**config.mk**
```make
export PLATFORM = sky130hd
export DESIGN_NAME = fp_add_round_pack
export DESIGN_NICKNAME = d
export VERILOG_FILES = /design/src/rtl/fp_add_round_pack.sv
export SDC_FILE = /design/constraint.sdc
export NUM_CORES = 1
export LEC_CHECK = 0
export ABC_AREA = 0
export CAP_MARGIN = 25
export CORE_MARGIN = 3
export CORE_UTILIZATION = 50
export DETAILED_ROUTE_END_ITERATION = 16
export GPL_TIMING_DRIVEN = 0
export PLACE_DENSITY = 0.79
export SYNTH_ARGS = -nofsm -noshare
export SYNTH_HDL_FRONTEND = slang
export SYNTH_SLANG_ARGS = --single-unit
export TNS_END_PERCENT = 1
```
**constraint.sdc**
```tcl
create_clock -name clk -period 6.3 [get_ports clk]
set_clock_uncertainty 0.15 [all_clocks]
set_input_delay 0.63 -clock clk [delete_from_list [all_inputs] [get_ports clk]]
set_output_delay 0.63 -clock clk [all_outputs]
set_load 0.005 [all_outputs]
```
**src/rtl/fp_add_round_pack.sv**
```systemverilog
// Round-and-pack stage for the FP adder: adjusts the exponent, rounds, clamps and packs an IEEE-754 single result.
// Two registered stages with valid/ready on both sides. Define ROUND_MODE_EN to add the rnd_mode input (RNE/RTZ/RUP/RDN).
module fp_add_round_pack #(
  parameter int EXP_W    = 8,
  parameter int MAN_W    = 24,
  parameter int BIAS_MAX = 255
) (
  input  logic                   clk,
  input  logic                   rst,
  input  logic                   in_valid,
  output logic                   in_ready,
  input  logic                   sign_in,
  input  logic [EXP_W-1:0]       exp_in,
  input  logic [4:0]             final_shift_left,
  input  logic [MAN_W-1:0]       correct_sum_shifted,
  input  logic                   guard_in,
  input  logic                   sticky_in,
  input  logic [1:0]             special_in,
`ifdef ROUND_MODE_EN
  input  logic [1:0]             rnd_mode,
`endif
  output logic                   out_valid,
  input  logic                   out_ready,
  output logic [EXP_W+MAN_W-1:0] result,
  output logic                   flag_ovf,
  output logic                   flag_unf,
  output logic                   flag_inx
);

  localparam int XW = EXP_W + 2;
  localparam int RW = EXP_W + MAN_W;
  localparam logic signed [XW-1:0] C_EMAX = BIAS_MAX[XW-1:0];
  localparam logic [EXP_W-1:0]     C_EALL = BIAS_MAX[EXP_W-1:0];
  localparam logic [EXP_W-1:0]     C_EFIN = C_EALL - 1'b1;

  // Stage 1 state
  logic                    r1_valid, r1_sign, r1_guard, r1_sticky, r1_zero;
  logic signed [XW-1:0]    r1_exp;
  logic [MAN_W-1:0]        r1_man;
  logic [1:0]              r1_special;
`ifdef ROUND_MODE_EN
  logic [1:0]              r1_rnd;
`endif

  // Stage 2 state
  logic                    r2_valid, r2_ovf, r2_unf, r2_inx;
  logic [RW-1:0]           r2_result;

  logic                    w_s1_adv, w_push;
  logic signed [XW-1:0]    w_exp_adj, w_exp_r;
  logic                    w_inc, w_inexact, w_c23, w_carry, w_sat;
  logic [MAN_W-2:0]        w_frac_r, w_frac;
  logic [RW-1:0]           w_res;
  logic                    w_ovf, w_unf, w_inx;

  assign w_s1_adv = !r2_valid || out_ready;
  assign in_ready = !r1_valid || w_s1_adv;
  assign w_push   = in_valid && in_ready;

  assign w_exp_adj = $signed({2'b00, exp_in}) - $signed({{(XW-5){1'b0}}, final_shift_left});

  always_ff @(posedge clk or posedge rst) begin
    if (rst) begin
      r1_valid   <= 1'b0;
      r1_sign    <= 1'b0;
      r1_guard   <= 1'b0;
      r1_sticky  <= 1'b0;
      r1_zero    <= 1'b0;
      r1_exp     <= '0;
      r1_man     <= '0;
      r1_special <= 2'b00;
`ifdef ROUND_MODE_EN
      r1_rnd     <= 2'b00;
`endif
    end else if (in_ready) begin
      r1_valid <= in_valid;
      if (in_valid) begin
        r1_sign    <= sign_in;
        r1_guard   <= guard_in;
        r1_sticky  <= sticky_in;
        r1_zero    <= (correct_sum_shifted == '0);
        r1_exp     <= w_exp_adj;
        r1_man     <= correct_sum_shifted;
        r1_special <= special_in;
`ifdef ROUND_MODE_EN
        r1_rnd     <= rnd_mode;
`endif
      end
    end
  end

  assign w_inexact = r1_guard | r1_sticky;

`ifdef ROUND_MODE_EN
  always_comb begin
    w_inc = 1'b0;
    w_sat = 1'b0;
    case (r1_rnd)
      2'b00: w_inc = r1_guard & (r1_sticky | r1_man[0]);
      2'b01: begin w_inc = 1'b0;                   w_sat = 1'b1;     end
      2'b10: begin w_inc = !r1_sign & w_inexact;   w_sat = r1_sign;  end
      default: begin w_inc = r1_sign & w_inexact;  w_sat = !r1_sign; end
    endcase
  end
`else
  assign w_inc = r1_guard & (r1_sticky | r1_man[0]);
  assign w_sat = 1'b0;
`endif

  // Carry out of the full mantissa only happens when the hidden bit is set and the fraction is all ones.
  assign {w_c23, w_frac_r} = {1'b0, r1_man[MAN_W-2:0]} + {{(MAN_W-1){1'b0}}, w_inc};
  assign w_carry = w_c23 & r1_man[MAN_W-1];
  assign w_frac  = w_carry ? '0 : w_frac_r;
  assign w_exp_r = r1_exp + $signed({{(XW-1){1'b0}}, w_carry});

  always_comb begin
    w_res = {r1_sign, r1_exp[EXP_W-1:0], w_frac};
    w_ovf = 1'b0;
    w_unf = 1'b0;
    w_inx = w_inexact;
    if (r1_special[1]) begin
      w_res = {1'b0, C_EALL, 1'b1, {(MAN_W-2){1'b0}}};
      w_inx = 1'b0;
    end else if (r1_special[0]) begin
      w_res = {r1_sign, C_EALL, {(MAN_W-1){1'b0}}};
      w_inx = 1'b0;
    end else if (r1_zero && !w_inexact) begin
      w_res = '0;
      w_inx = 1'b0;
    end else if (r1_exp <= 0) begin
      w_res = {r1_sign, {(RW-1){1'b0}}};
      w_unf = 1'b1;
      w_inx = 1'b1;
    end else if (w_exp_r >= C_EMAX) begin
      w_res = w_sat ? {r1_sign, C_EFIN, {(MAN_W-1){1'b1}}}
                    : {r1_sign, C_EALL, {(MAN_W-1){1'b0}}};
      w_ovf = 1'b1;
      w_inx = 1'b1;
    end else begin
      w_res = {r1_sign, w_exp_r[EXP_W-1:0], w_frac};
    end
  end

  always_ff @(posedge clk or posedge rst) begin
    if (rst) begin
      r2_valid  <= 1'b0;
      r2_result <= '0;
      r2_ovf    <= 1'b0;
      r2_unf    <= 1'b0;
      r2_inx    <= 1'b0;
    end else if (w_s1_adv) begin
      r2_valid <= r1_valid;
      if (r1_valid) begin
        r2_result <= w_res;
        r2_ovf    <= w_ovf;
        r2_unf    <= w_unf;
        r2_inx    <= w_inx;
      end
    end
  end

  assign out_valid = r2_valid;
  assign result    = r2_result;
  assign flag_ovf  = r2_ovf;
  assign flag_unf  = r2_unf;
  assign flag_inx  = r2_inx;

endmodule

```
Yosys cells after proc, flatten, opt, wreduce, memory -nomap -nowiden. Index checks and enable logic that the tools add are counted.

Latch bits: 0. Input port bits: 46. Flip-flop bits (word level): 76. Bits in writable memories: 0. Output and inout bits: 37. Bits in read-only memories: 0. Memories: 0. Word-level logic and storage cells: 51.

Bitwise operators: 4. $lt $le $gt $ge: 2. Muxes and demuxes: 20. Reduce and logical (&&, ||, !) cells: 9. Div/mod/pow operators: 0. Shift-type cells: 0. Equality and inequality tests: 0. $mul: 0. Add/subtract/negate cells: 3.

Operator list (count): $mux W32 (3); $mux W31 (2); $add A23 B1 Y24 (1); $logic_not A24 Y1 (1); $mux W23 (1); $mux W1 (14); $add A9 B2 Y10 (1); $ge A10 B9 Y1 const B (1); $le A9 B1 Y1 const B (1); $sub A8 B5 Y9 (1); $reduce_and A2 Y1 (2); $logic_not A1 Y1 (3); $and A1 B1 Y1 (2); $logic_or A1 B1 Y1 (2); $or A1 B1 Y1 (2); $logic_and A1 B1 Y1 (1).

Longest topological paths before layout.
Depth after elaboration: 11. Mapped depth: 11. Gate-level depth less buffers: 10.

Worst setup path after synthesis. OpenSTA, ideal clock, no wires.

Kind: reg-to-reg. Start point: register r1_man[15]. End point: register r2_result[10], in the netlist result[10]. Path buffers: 1. Setup slack: 3.474 ns. Clock period less this slack: 2.826 ns. Library setup time: 0.119 ns. Cell stages (with the launch flop): 12. Data required time: 6.031 ns. Arrival: 2.556 ns. Path through: dfrtp_1 > nand4_1 > nor4_2 > and3_1 > ha_1 > ha_1 > xnor2_1 > nand4b_4 > or4_4 > nand3_2 > buf_6 > o21ai_2.

Longest elaborated chain between the ends: 9. Elaborated cells between the ends (all ways): 10. Classes of those cells: add/sub (2); order compare (1); mux (6); bitwise (1).

Ends and longest elaborated chain: start: declaration (line 39) `logic [MAN_W-1:0] r1_man;`; start signal: assignment (line 83) `r1_man <= correct_sum_shifted;`; $add A23 B1 Y24 * (line 111) `assign {w_c23, w_frac_r} = {1'b0, r1_man[MAN_W-2:0]} + {{(MAN_W-1){1'b0}}, w_inc};`; $and A1 B1 Y1 * (line 112) `assign w_carry = w_c23 & r1_man[MAN_W-1];`; $add A9 B2 Y10 (line 114) `assign w_exp_r = r1_exp + $signed({{(XW-1){1'b0}}, w_carry});`; $ge A10 B9 Y1 (line 134) `end else if (w_exp_r >= C_EMAX) begin`; $mux W31 * (line 134); $mux W31 * (line 130) `end else if (r1_exp <= 0) begin`; $mux W32 * (line 127) `end else if (r1_zero && !w_inexact) begin`; $mux W32 * (line 124) `end else if (r1_special[0]) begin`; $mux W32 * (line 121) `if (r1_special[1]) begin`; end signal: assignment (line 154) `r2_result <= w_res;`; end: declaration (line 47) `logic [RW-1:0] r2_result;`.

Mark *: on every way between the ends. The rest lies on a longest branch, timed or not. A chain may end at the register's enable or synchronous reset.

Worst setup path in the final report.
Start point: register r1_man[6]. End point: register r2_result[0], in the netlist result[0].

The elaborated chain is that of the path after synthesis.

==> reports/metrics.yaml <==
ioPinCount: 83
async_flop_share_pct: 100
tightestPinTransition_ns: 0.966
synth_edf_count: 0
fin_tns_setup_ns: 0
hpwl_um: 7110
coreArea_sq_um: 7490
ant_nets: 0
status: "completed"
syn_inst: 434
post-route-drc-count: 0
setup_slack_ns: 2.92
dp_slack_ns: 2.98
synth_top_area_share_pct: 47.8
die_area_sq_um: 9060
cts_max_level: 3
synthFlopType: "dfrtp_1"
grt.total_usage_pct: 21.9
fp.dieH_um: 95.2
cts_max_path_buffers: 2
slew_viol_final: 0
arrival_ns: 3.46
avgSynthCellArea_sq_um: 9.17
portBuffers: 82
ys_warn_count: 0
hold_path.class: "reg2reg"
fin_nets: 583
ctsResizeCount: 0
num_vias: 3415
drtIter0Drc: 159
max_stage_delay_ns: 0.45
hold_buffers: 0
power_density_nw_per_um2: 268
critPathLaunch: "r1_man[6]"
relSlewSlack_pct: 35.1
grt_overflow_total: 0
wirelength_um: 9420
cp_max_fo: 10
drtPass1Iterations: 5
cts_tree: "yes"
yosys.area.top_type: "dfrtp_1"
cp-end-kind: "flip-flop"
synthToLayoutAreaGrowth_pct: 30.2
grt_pass1_vias: 3261
cpMaxStageDelayCell: "dfrtp_1"
period_needed_ns: 3.38
max-cap-violations: 0
gp_congestion: 0.884
r2r-end: "result[0]"
cpMostUsedCell: "ha_1"
regToRegSetupSlack_ns: 2.92
ys_ff_latch: 76
crit_chain: "nand4_1, nor3_1, and3_1, ha_1, ha_1, xnor2_1, nand4b_4, or4_4, nand3_2, buf_6, o21ai_2"
hold_viol_final: 0
cp-start-kind: "flip-flop"
clkTransAtPathRegs_ns: 0.08
synth.cell_area_sq_um: 3980
required_ns: 6.38
fmaxAchievable_ghz: 0.296
ys_seq_area_share_pct: 47.8
vias_per_cell: 5.42
peakVddDrop_uv: 169
rsz0062_at_grt: "false"
clkLatencyLatePin_ns: 0.34
power.leakage_nw: 2.25
cts.sinks: 76
period_share_pct: 53.6
syn_nets: 489
reg2reg_from: "r1_man[6]"
antenna_found_initial: 0
rows: 31
critical_path_class: "reg2reg"
post-cts-setup-buffers: 0
cts-buffers-inserted: 9
grt_pass1_wl_um: 15400
diodes: 0
synth.area.top_cells: "dfrtp_1 (48%), nand2_1 (13%), o21ai_2 (4.4%)"
die_w_um: 95.2
setup_viol: 0
layout-drive-gt1-share_pct: 10.4
routedWlPerCell_um: 15.0
grt_max_degree: 65
critPathCapture: "result[0]"
r2r_cells: 11
start_util_pct: 53.2
cts_root_buf: "clkbuf_8"
yosysUniqueCellTypes: 49
## per-layer routing
metal	GRT usage (%)	routed length, um
met1	32.0	4330
met2	34.1	4340
met3	3.24	627
met4	6.13	124
met5	0	0
## report_power, final
group	switching (W)	internal, W
clock network	0.000170	0.000258
logic	0.000148	0.000179
registers	0.0000727	0.000562
## worst min-delay path by stage
stage | slack (ns) | cells past startpoint | from | end
2_1_floorplan | 0.29 | 2 | r1_man[23] | r1_man[23]
3_3_place_gp | 0.30 | 2 | r1_sign | r1_sign
3_5_place_dp | 0.31 | 2 | result[9] | result[9]
4_1_cts | 0.33 | 2 | result[16] | result[16]
5_1_grt | 0.35 | 2 | result[31] | result[31]
6_report | 0.33 | 2 | result[31] | result[31]
## cells in the final DEF (no fill, tap or decap), types with 3 or more instances in the layout
cell type / count
xor2_1: 15
nor2b_1: 3
nor3_1: 7
o21ai_0: 14
bufinv_16: 3
and3_1: 6
buf_1: 5
inv_1: 12
xnor2_1: 14
nand2b_1: 4
o21ai_2: 20
and2_1: 4
nand2_1: 134
nor4_1: 8
o31ai_1: 4
or4_4: 3
clkbuf_8: 10
clkbuf_1: 5
a311oi_1: 6
ha_1: 8
dfrtp_1: 76
nor2_1: 23
nand4_1: 10
clkdlybuf4s50_1: 82
nand3_1: 15
## per-stage QoR
step                      instances  hold slack (ns)  total power, W  instance area, sq um  util (%)
after floorplan                 434            0.288        0.000804                  3980         -
after global placement          615            0.303        0.000959                  4920      65.8
after detailed placement        616            0.315        0.000971                  4950      66.2
after CTS                       630            0.333         0.00140                  5180      69.2
after global routing            630            0.351         0.00147                  5180      69.2
final                           630            0.328         0.00139                  5180      69.2
## kinds of logic after synthesis
family,count (synthesis),synth area share [%]
buffers and inverters,26,3.08
adder cells (fa/ha/maj),9,3.02
AND/OR/NAND/NOR,231,27.2
multiplexers,3,0.818
AO/OA/AOI/OAI,60,11.7
flip-flops,76,47.8
XOR/XNOR,29,6.38
## layout make-up
class / instances / area [sq um]
timing repair buffer: 83 / 848
inverter: 13 / 51.3
tap: 99 / 124
buffer: 13 / 73.8
clock buffer: 9 / 124
sequential: 76 / 1900
multi-input combinational: 332 / 1950
clock inverter: 5 / 103
fill: 600 / 2310
## synthesized netlist by cell type (all sizes together) (2+ instances only)
| cell type | instances |
|---|---|
| a211oi | 2 |
| a31oi | 2 |
| a21oi | 2 |
| a311oi | 7 |
| ha | 8 |
| clkbuf | 6 |
| inv | 13 |
| o31ai | 4 |
| mux2 | 2 |
| nand3b | 2 |
| nor2b | 3 |
| nand2b | 4 |
| nor3 | 7 |
| or4 | 5 |
| xor2 | 15 |
| xnor2 | 14 |
| and2 | 5 |
| nor2 | 24 |
| a32o | 2 |
| and3 | 8 |
| nand3 | 16 |
| nand4 | 10 |
| nand2 | 134 |
| o21ai | 36 |
| dfrtp | 76 |
| buf | 7 |
| nor4 | 9 |
## worst max-delay path, delay by kind of cell (launching register included)
family | cells | cell delay, ns
AO/OA/AOI/OAI | 1 | 0.07
XOR/XNOR | 1 | 0.13
adder cells (fa/ha/maj) | 2 | 0.46
buffers and inverters | 1 | 0.19
flip-flops | 1 | 0.45
AND/OR/NAND/NOR | 6 | 1.79
## sequential cells by signal (all words and copies together) (netlist names)
| name | count |
|---|---|
| flag_inx | 1 |
| flag_ovf | 1 |
| flag_unf | 1 |
| out_valid | 1 |
| r1_exp | 9 |
| r1_guard | 1 |
| r1_man | 24 |
| r1_sign | 1 |
| r1_special | 2 |
| r1_sticky | 1 |
| r1_valid | 1 |
| r1_zero | 1 |
| result | 32 |
Power figures use the tool's default switching activity.
